[src/rtl/truth_table_capture.sv]
// truth_table_capture: sweeps all 32 input vectors through an external 5-input
// combinational function and assembles its truth table in tt (bit k = f_in at
// vector k, vector index = {x1,x2,x3,x4,x5}).
// Optional feature macro: DUAL_COMPARE_EN adds g_in and vector-by-vector
// compare results (mismatch, mismatch_cnt, first_mismatch).
module truth_table_capture #(
  parameter int SETTLE = 1  // extra hold cycles per vector, 0..15
) (
  input  logic        clk,
  input  logic        rst,
  input  logic        start,
  output logic        x1,
  output logic        x2,
  output logic        x3,
  output logic        x4,
  output logic        x5,
  input  logic        f_in,
`ifdef DUAL_COMPARE_EN
  input  logic        g_in,
`endif
  output logic        busy,
  output logic        done,
  output logic        tt_valid,
  output logic [31:0] tt
`ifdef DUAL_COMPARE_EN
  ,
  output logic        mismatch,
  output logic [5:0]  mismatch_cnt,
  output logic [4:0]  first_mismatch
`endif
);

  typedef enum logic [1:0] {
    IDLE  = 2'd0,
    SWEEP = 2'd1,
    DONE  = 2'd2
  } state_t;

  localparam logic [3:0] SETTLE_C = 4'(SETTLE);

  state_t     state;
  logic [4:0] idx;
  logic [3:0] hold;

  // The vector index register drives the function directly. It is 0 in IDLE
  // and DONE because it is cleared on reset and wraps 31 -> 0 on the exit edge.
  assign {x1, x2, x3, x4, x5} = idx;

  // Sweep controller: accepts start in IDLE, steps through the 32 vectors with
  // SETTLE extra hold cycles each, and raises done/tt_valid after the last one.
  always_ff @(posedge clk) begin
    // NOTE: all state here is assigned non-blocking so every register sees the
    // pre-edge values of the others; blocking would chain updates within an edge.
    if (rst) begin
      // NOTE: tt is an ordinary 32-bit register, not a memory, so it is cleared
      // on reset like everything else; a partial table must never survive reset.
      state          <= IDLE;
      idx            <= '0;
      hold           <= '0;
      busy           <= 1'b0;
      done           <= 1'b0;
      tt_valid       <= 1'b0;
      tt             <= '0;
`ifdef DUAL_COMPARE_EN
      mismatch       <= 1'b0;
      mismatch_cnt   <= '0;
      first_mismatch <= '0;
`endif
    end else begin
      case (state)
        IDLE: begin
          done <= 1'b0;
          if (start) begin
            state          <= SWEEP;
            idx            <= '0;
            hold           <= '0;
            busy           <= 1'b1;
            tt             <= '0;
            tt_valid       <= 1'b0;
`ifdef DUAL_COMPARE_EN
            mismatch       <= 1'b0;
            mismatch_cnt   <= '0;
            first_mismatch <= '0;
`endif
          end
        end

        SWEEP: begin
          if (hold == SETTLE_C) begin
            // Capture edge: the function has had SETTLE+1 cycles on this vector.
            tt[idx] <= f_in;
            hold    <= '0;
            // NOTE: idx is exactly 5 bits, so 31 + 1 wraps to 0 on the same edge
            // that leaves SWEEP; no 33rd vector is ever driven or sampled.
            idx     <= idx + 5'd1;
`ifdef DUAL_COMPARE_EN
            if (f_in != g_in) begin
              mismatch_cnt <= mismatch_cnt + 6'd1;
              if (!mismatch) begin
                mismatch       <= 1'b1;
                first_mismatch <= idx;
              end
            end
`endif
            if (idx == 5'd31) begin
              state    <= DONE;
              busy     <= 1'b0;
              done     <= 1'b1;
              tt_valid <= 1'b1;
            end
          end else begin
            hold <= hold + 4'd1;
          end
        end

        DONE: begin
          // One-cycle completion pulse; start is ignored here.
          done  <= 1'b0;
          state <= IDLE;
        end

        default: begin
          state <= IDLE;
          busy  <= 1'b0;
          done  <= 1'b0;
        end
      endcase
    end
  end

endmodule

[config.mk]
export PLATFORM = sky130hd
export DESIGN_NAME = truth_table_capture
export DESIGN_NICKNAME = d
export VERILOG_FILES = /design/src/rtl/truth_table_capture.sv
export SDC_FILE = /design/constraint.sdc
export NUM_CORES = 1
export LEC_CHECK = 0
export ABC_AREA = 0
export ABC_CLOCK_PERIOD_IN_PS = 5300
export CORE_MARGIN = 3
export CORE_UTILIZATION = 57
export CTS_BUF_LIST = sky130_fd_sc_hd__clkbuf_8
export DETAILED_ROUTE_END_ITERATION = 12
export GPL_ROUTABILITY_DRIVEN = 0
export HOLD_SLACK_MARGIN = 0.02
export PLACE_DENSITY = 0.95
export SETUP_SLACK_MARGIN = 0.4
export SYNTH_ARGS = -nofsm -noshare
export SYNTH_HDL_FRONTEND = slang
export SYNTH_SLANG_ARGS = --single-unit
[constraint.sdc]
create_clock -name clk -period 5.3 [get_ports clk]
set_clock_uncertainty 0.05 [all_clocks]
set_input_delay 1.59 -clock clk [delete_from_list [all_inputs] [get_ports clk]]
set_output_delay 1.59 -clock clk [all_outputs]
set_load 0.01 [all_outputs]
After elaboration in Yosys (flattened, before gate mapping)
Cells that the tools add are included.
{"block": "classes", "n_lt_le_gt_ge": 2, "n_eq_ne": 7, "addsub": 2, "div": 0, "muxes": 24, "reduce_logical": 10, "shift": 0, "bitwise": 2, "mul": 0}
{"op": "32-bit 2-to-1 mux", "count": 2}
{"op": "32-bit case mux with 2 select lines", "count": 1}
{"op": "32-bit bitwise mux", "count": 1}
{"op": "5-bit 2-to-1 mux", "count": 2}
{"op": "5-bit case mux with 2 select lines", "count": 1}
{"op": "4-bit 2-to-1 mux", "count": 2}
{"op": "4-bit case mux with 2 select lines", "count": 1}
{"op": "4-bit AND reduction", "count": 2}
{"op": "1-bit 2-to-1 mux", "count": 7}
{"op": "5-bit by 6-bit less-than comparator with 1-bit output, second input constant", "count": 1}
{"op": "2-bit 2-to-1 mux", "count": 3}
{"op": "2-bit != test, second input constant", "count": 3}
{"op": "3-bit AND reduction", "count": 2}
{"op": "5-bit by 1-bit adder with 5-bit output, second input constant", "count": 1}
{"op": "1-bit demux with 5-bit select", "count": 1}
{"op": "5-bit equality test, second input constant", "count": 1}
{"op": "5-bit by 1-bit greater-or-equal comparator with 1-bit output, second input constant", "count": 1}
{"op": "4-bit by 1-bit adder with 4-bit output, second input constant", "count": 1}
{"op": "4-bit by 1-bit equality test with 1-bit output, second input constant", "count": 1}
{"op": "2-bit case mux with 2 select lines", "count": 1}
{"op": "2-bit AND reduction", "count": 2}
{"op": "1-bit case mux with 3 select lines", "count": 1}
{"op": "2-bit by 1-bit equality test with 1-bit output, second input constant", "count": 1}
{"op": "2-bit equality test, second input constant", "count": 1}
{"op": "other kinds (6)", "count": 7}
{"block": "totals", "latchBits": 0, "mem_bits_ro": 0, "elab_cells": 54, "output_inout_bits": 40, "memories": 0, "ramBits": 0, "regBits": 46, "inputBits": 4}

Depth between registers and ports, before layout
Gate-level depths: netlist of run 1.
{"block": "logic_depth", "word_depth": 7, "ltp_mapped": 8}

Worst setup path after synthesis of run 1
OpenSTA, ideal clock, no wires.
{"block": "synth_timing", "path_type": "input port to flip-flop", "from": "input start", "to": "register tt[11]", "setup_slack_ns": 2.702, "arrival_ns": 2.427, "cell_stages": 6, "setup_time_ns": 0.121, "cell_sequence": "nor3b_4 -> a21o_1 -> buf_6 -> buf_6 -> nand3_1 -> mux2i_1"}
{"block": "synth_between", "elab_chain_len": 2}
{"item": "start, declared", "line": "11", "source": "input logic start,"}
{"item": "2-bit != test (no line)"}
{"item": "3-bit AND reduction (no line)"}
{"item": "end signal, assigned by index", "line": "91", "source": "tt[idx] <= f_in;"}
{"item": "end, declared", "line": "24", "source": "output logic [31:0] tt"}
Every way passes these cells.
A chain may end at the register's enable or synchronous reset.

==> metrics.txt, run 1 <==
outcome finished, final reports clean; WP data required 5460 ps; Leakage 0.00105 uW; CP Launch Type primary input; commonest non-fill, non-tap cell in the layout dfxtp_1; Placed Area 2560 sq um; FP Rows 21; DR iter-0 viols 234; RR Endpoint tt[4]; Main synth FF type dfxtp_1; wire length per cell 15.7 um; input/output buffers 43; Max Fanout on Critical Path 24; share of the clock period used by the worst path after layout 65.0%; max frequency 290 MHz; Syn Area/Cell 9.03 sq um; Routed WL 4990 um; CTS buffer count 5; vias in the first global route 1,770; Finish-stage setup viols 0; unrepaired setup endpoints after global routing no; reg2reg start hold[0]; GR Overflow Total 0; Max transition margin 41.2%; CTS root buf clkbuf_8; Mapped Nets 250; Slew Limit Fails 0; arrival time at the worst endpoint 3600 ps; Synth Register Bits 46; Post-CTS Setup Bufs 0; number of nets in the layout 282; Crit Path Class primary input to flip-flop; detailed placement HPWL 3380 um; antenna viol nets, final 0; Reg clk slew, reported paths 80 ps; EDFF count, synth 0; sequential element share of the synthesized area 42.7%; die height 67.5 um; TritonCTS clock tree built; Peak VDD IR 0.000211 V; Die W 67.5 um; post-synth design cell area 2160 sq um; most frequent cells in the layout dfxtp_1 (46), clkdlybuf4s50_1 (43), nor2_1 (20), nand2_1 (20), nand3_1 (18); number of max-cap violations 0; drc violations 0; share of cells above drive strength 1 6.62%; CTS H-Tree Depth 2; critical path startpoint rst; # hold bufs at CTS 0; # fillers 242; crit path capture tt[13]; vias per inst 5.89; # resized after CTS 0; Design Area, Final 2640 sq um; Layout area overhead 22.5%; Final Hold Vio Count 0; Worst Max-Slew Pin Slew 880 ps; io pins 44; FFs w/ async S/R, synth 0%; via count 1,874; initial antenna violation count 0; Worst R2R Path Depth 5; setup tns final 0 ps; Power Density 229 nW/um^2; first-pass GRT wire length 8450 um; core footprint 3490 sq um; min Tclk post-route 3440 ps; Clock Tree Buf Depth 2; clk_lat worst skew 300 ps; full die area 4560 sq um; post-synthesis cell count 239; Initial Util 61.7%; GRT Total Usage 24.9%; warnings from Yosys 0; Ant. Diodes 0; endpoint class of the critical path flip-flop; pin count of the biggest net entering global routing 25; worst hold path class flip-flop to flip-flop; CTS sink cnt 46; setup slack, reg-to-reg 3200 ps; DRT Pass-1 Iters 4; post-synth cell types 45
## cells in the mapped netlist, types with 2 or more instances
library cell / instances / area share [%]
ha_1: 7 / 4.1
dfxtp_1: 46 / 43
nand3_1: 18 / 4.2
buf_2: 5 / 1.2
and2_1: 2 / 0.58
nor3_1: 4 / 0.93
a21oi_1: 12 / 2.8
clkbuf_1: 10 / 1.7
o21ai_0: 7 / 1.6
a31oi_1: 5 / 1.5
inv_1: 8 / 1.4
o31ai_1: 9 / 3.1
nor2b_1: 2 / 0.58
mux2i_1: 15 / 7.0
nor2_1: 20 / 3.5
nand2_1: 20 / 3.5
o211ai_1: 10 / 3.5
o211ai_2: 2 / 1.2
nand3b_1: 2 / 0.70
o22a_1: 4 / 1.6
nor3b_1: 3 / 1.0
buf_6: 2 / 1.0
and4bb_2: 2 / 1.2
xor2_1: 2 / 0.81
a22o_1: 2 / 0.81
## final cells by class
type                    instances  area, sq um  share of cell area [%]
multi-input cells             166         1110                    42.0
flip-flops and latches         46          921                    34.8
repair buffers                 44          438                    16.6
clock buffers                   5         68.8                    2.60
well taps                      46         57.6                    2.18
inverters                       8         30.0                    1.14
clock inverters                 3         17.5                   0.663
## metrics by stage
stage	utilization (%)	setup WS, ps	total power [uW]	cells	hold WS, ps
3_5_place_dp	73.1	1580	403	310	408
6_report	75.6	1860	604	318	418
4_1_cts	75.6	1900	608	318	421
5_1_grt	75.6	1680	631	318	445
3_3_place_gp	73.1	1700	402	310	400
2_1_floorplan	-	2700	394	239	433
## routing by layer
metal,part of all wire [%],global-route usage [%]
met2,45,36.5
met3,6.8,7.15
met4,2.6,11.4
met1,46,33.8
met5,0,0
## worst max-delay path, cell delays in order
cell	delay [ps]
clkdlybuf4s50_1	630
nor2_2	200
buf_4	280
nand2_1	470
o31ai_1	410
## worst min path at each step
stage	from	to	cells past startpoint
2_1_floorplan	tt[0]	tt[0]	2
3_3_place_gp	tt[1]	tt[1]	2
3_5_place_dp	tt[7]	tt[7]	2
4_1_cts	tt[27]	tt[27]	2
5_1_grt	tt[10]	tt[10]	2
6_report	tt[9]	tt[9]	2
## power by group
group	switching (uW)	total (uW)	leakage (uW)	internal, uW
logic	30.2	45.1	0.000627	14.9
registers	3.70	352	0.000371	348
clock network	116	207	0.0000493	91.1
total	150	604	0.00105	454
## sequential cells by signal, indices dropped and copies added, names as in the netlist
name and count:
tt 32, idx 5, hold 4, state 2, busy 1, done 1, tt_valid 1
## cell families after synthesis
kind of cell,count (synthesis),synth area share [%]
buffers and inverters,27,5.86
and+or+nand+nor,84,20.7
xor gates and xnor gates,2,0.812
DFF,46,42.7
AOI/OAI and AO/OA,57,18.4
muxes,16,7.48
adders and majority gates,7,4.06
Note: power is estimated with default switching activity, not from simulation.
==> run 2: changes to the inputs <==
--- a/config.mk
+++ b/config.mk
@@ -6,14 +6,14 @@
 export NUM_CORES = 1
 export LEC_CHECK = 0
 export ABC_AREA = 0
-export ABC_CLOCK_PERIOD_IN_PS = 5300
+export ABC_CLOCK_PERIOD_IN_PS = 3400
 export CORE_MARGIN = 3
-export CORE_UTILIZATION = 57
+export CORE_UTILIZATION = 53
 export CTS_BUF_LIST = sky130_fd_sc_hd__clkbuf_8
 export DETAILED_ROUTE_END_ITERATION = 12
 export GPL_ROUTABILITY_DRIVEN = 0
 export HOLD_SLACK_MARGIN = 0.02
-export PLACE_DENSITY = 0.95
+export PLACE_DENSITY = 0.92
 export SETUP_SLACK_MARGIN = 0.4
 export SYNTH_ARGS = -nofsm -noshare
 export SYNTH_HDL_FRONTEND = slang
==> constraint.sdc (replaced) <==
create_clock -name clk -period 3.4 [get_ports clk]
set_clock_uncertainty 0.05 [all_clocks]
set_input_delay 1.02 -clock clk [delete_from_list [all_inputs] [get_ports clk]]
set_output_delay 1.02 -clock clk [all_outputs]
set_load 0.01 [all_outputs]
==> metrics.txt, run 2 (synthesis results as in run 1) <==
Max Fanout on Critical Path 19; share of cells above drive strength 1 7.33%; detailed placement HPWL 3370 um; FP Rows 22; DR iter-0 viols 171; Clock Tree Buf Depth 2; wire length per cell 15.4 um; reg2reg start hold[0]; die height 69.8 um; Post-CTS Setup Bufs 0; CTS buffer count 5; register area 921 sq um; GR Overflow Total 0; GRT Total Usage 20.9%; setup tns final 0 ps; CTS sink cnt 46; CP Cell Sequence clkdlybuf4s50_1 -> nor3b_4 -> a21o_1 -> a41oi_1 -> o21ai_0; input/output buffers 43; number of max-cap violations 0; TritonCTS clock tree built; CTS root buf clkbuf_8; Slew Limit Fails 0; crit-path max cell delay 530 ps; Crit Path Class primary input to flip-flop; CP Launch Type primary input; Layout area overhead 23.0%; DRT Pass-1 Iters 4; Pint 706 uW; number of nets in the layout 284; Peak VDD IR 0.000271 V; Ant. Diodes 0; multi-input logic area 1110 sq um; first-pass GRT wire length 8210 um; io pins 44; drc violations 0; Worst Max-Slew Pin Slew 679 ps; # resized after CTS 0; worst hold path class flip-flop to flip-flop; Regs by FF count tt: 32 flops, idx: 5 flops, hold: 4 flops; max reg flops 32; max frequency 381 MHz; CTS H-Tree Depth 2; endpoint class of the critical path flip-flop; antenna viol nets, final 0; HP Start tt[0]; Power Density 354 nW/um^2; Max transition margin 54.6%; worst hold slack 411 ps; initial antenna violation count 0; WP data required 3590 ps; core footprint 3800 sq um; clk_lat worst skew 300 ps; pin count of the biggest net entering global routing 24; largest reg by FF count tt; critical path startpoint start; slowest CP cell clkdlybuf4s50_1; Finished Layout Cells 321; Die W 69.8 um; Sequential Power Share 58.4%; arrival time at the worst endpoint 2810 ps; # hold bufs at CTS 0; min Tclk post-route 2620 ps; final worst setup slack 776 ps; # fillers 299; Sw Ratio 24.8%; Overall Power 939 uW; most frequent cells in the layout dfxtp_1 (46), clkdlybuf4s50_1 (43), nor2_1 (20), nand2_1 (20), nand3_1 (18); vias in the first global route 1,740; Final Hold Vio Count 0; Clock Power Share 33.9%; outcome finished, final reports clean; Switch Pwr 233 uW; unrepaired setup endpoints after global routing no; Comb pwr share 7.7%; commonest non-fill, non-tap cell in the layout dfxtp_1; via count 1,897; share of the clock period used by the worst path after layout 77.2%; Initial Util 56.8%; vias per inst 5.91; Routed WL 4950 um; dpl ws 481 ps; Leakage 0.00105 uW; Inst Count DP 314; Reg clk slew, reported paths 80 ps; Finish-stage setup viols 0; full die area 4870 sq um
run 2: power by group through the flow:
stage          combinational [uW]  clock [uW]  sequential [uW]
6_report                     72.4         319              548
5_1_grt                      80.8         335              549
4_1_cts                      71.8         318              548
3_5_place_dp                 71.2           0              561
3_3_place_gp                 69.8           0              560
2_1_floorplan                54.7           0              559
run 2: cell type report:
cell class,count,share of cell area [%]
clock buffer,5,2.59
inverter,8,1.13
timing repair buffer,46,17.1
sequential,46,34.7
tap,48,2.26
multi-input combinational,166,41.8
clock inverter,2,0.377
run 2: per-layer routing:
metal / global-route usage, % / routed length [um] / part of all wire (%) / vias to the layer above
met3: 4.06 / 261 / 5.3 / 11
met5: 0 / 0 / 0 / -
met4: 11.1 / 115 / 2.3 / 0
met1: 27.5 / 2280 / 46 / 902
met2: 32.1 / 2290 / 46 / 62
li1: - / - / - / 922
run 2: critical path: cells and delay by family:
kind            cells  cell delay (ps)
compound gates      3              900
buf+inv             1              530
simple gates        1              340
run 2: final timing paths:
path	end	slack (ps)	cells past startpoint
min	tt[0]	410	2
max reg2reg	tt[25]	1290	5
min reg2reg	tt[0]	410	2
max	tt[25]	780	5
run 2: per-stage QoR:
step	util, %	cell area [sq um]
6_report	69.8	2650
5_1_grt	69.8	2650
4_1_cts	69.8	2650
3_5_place_dp	67.8	2570
3_3_place_gp	67.8	2570
2_1_floorplan	-	2160
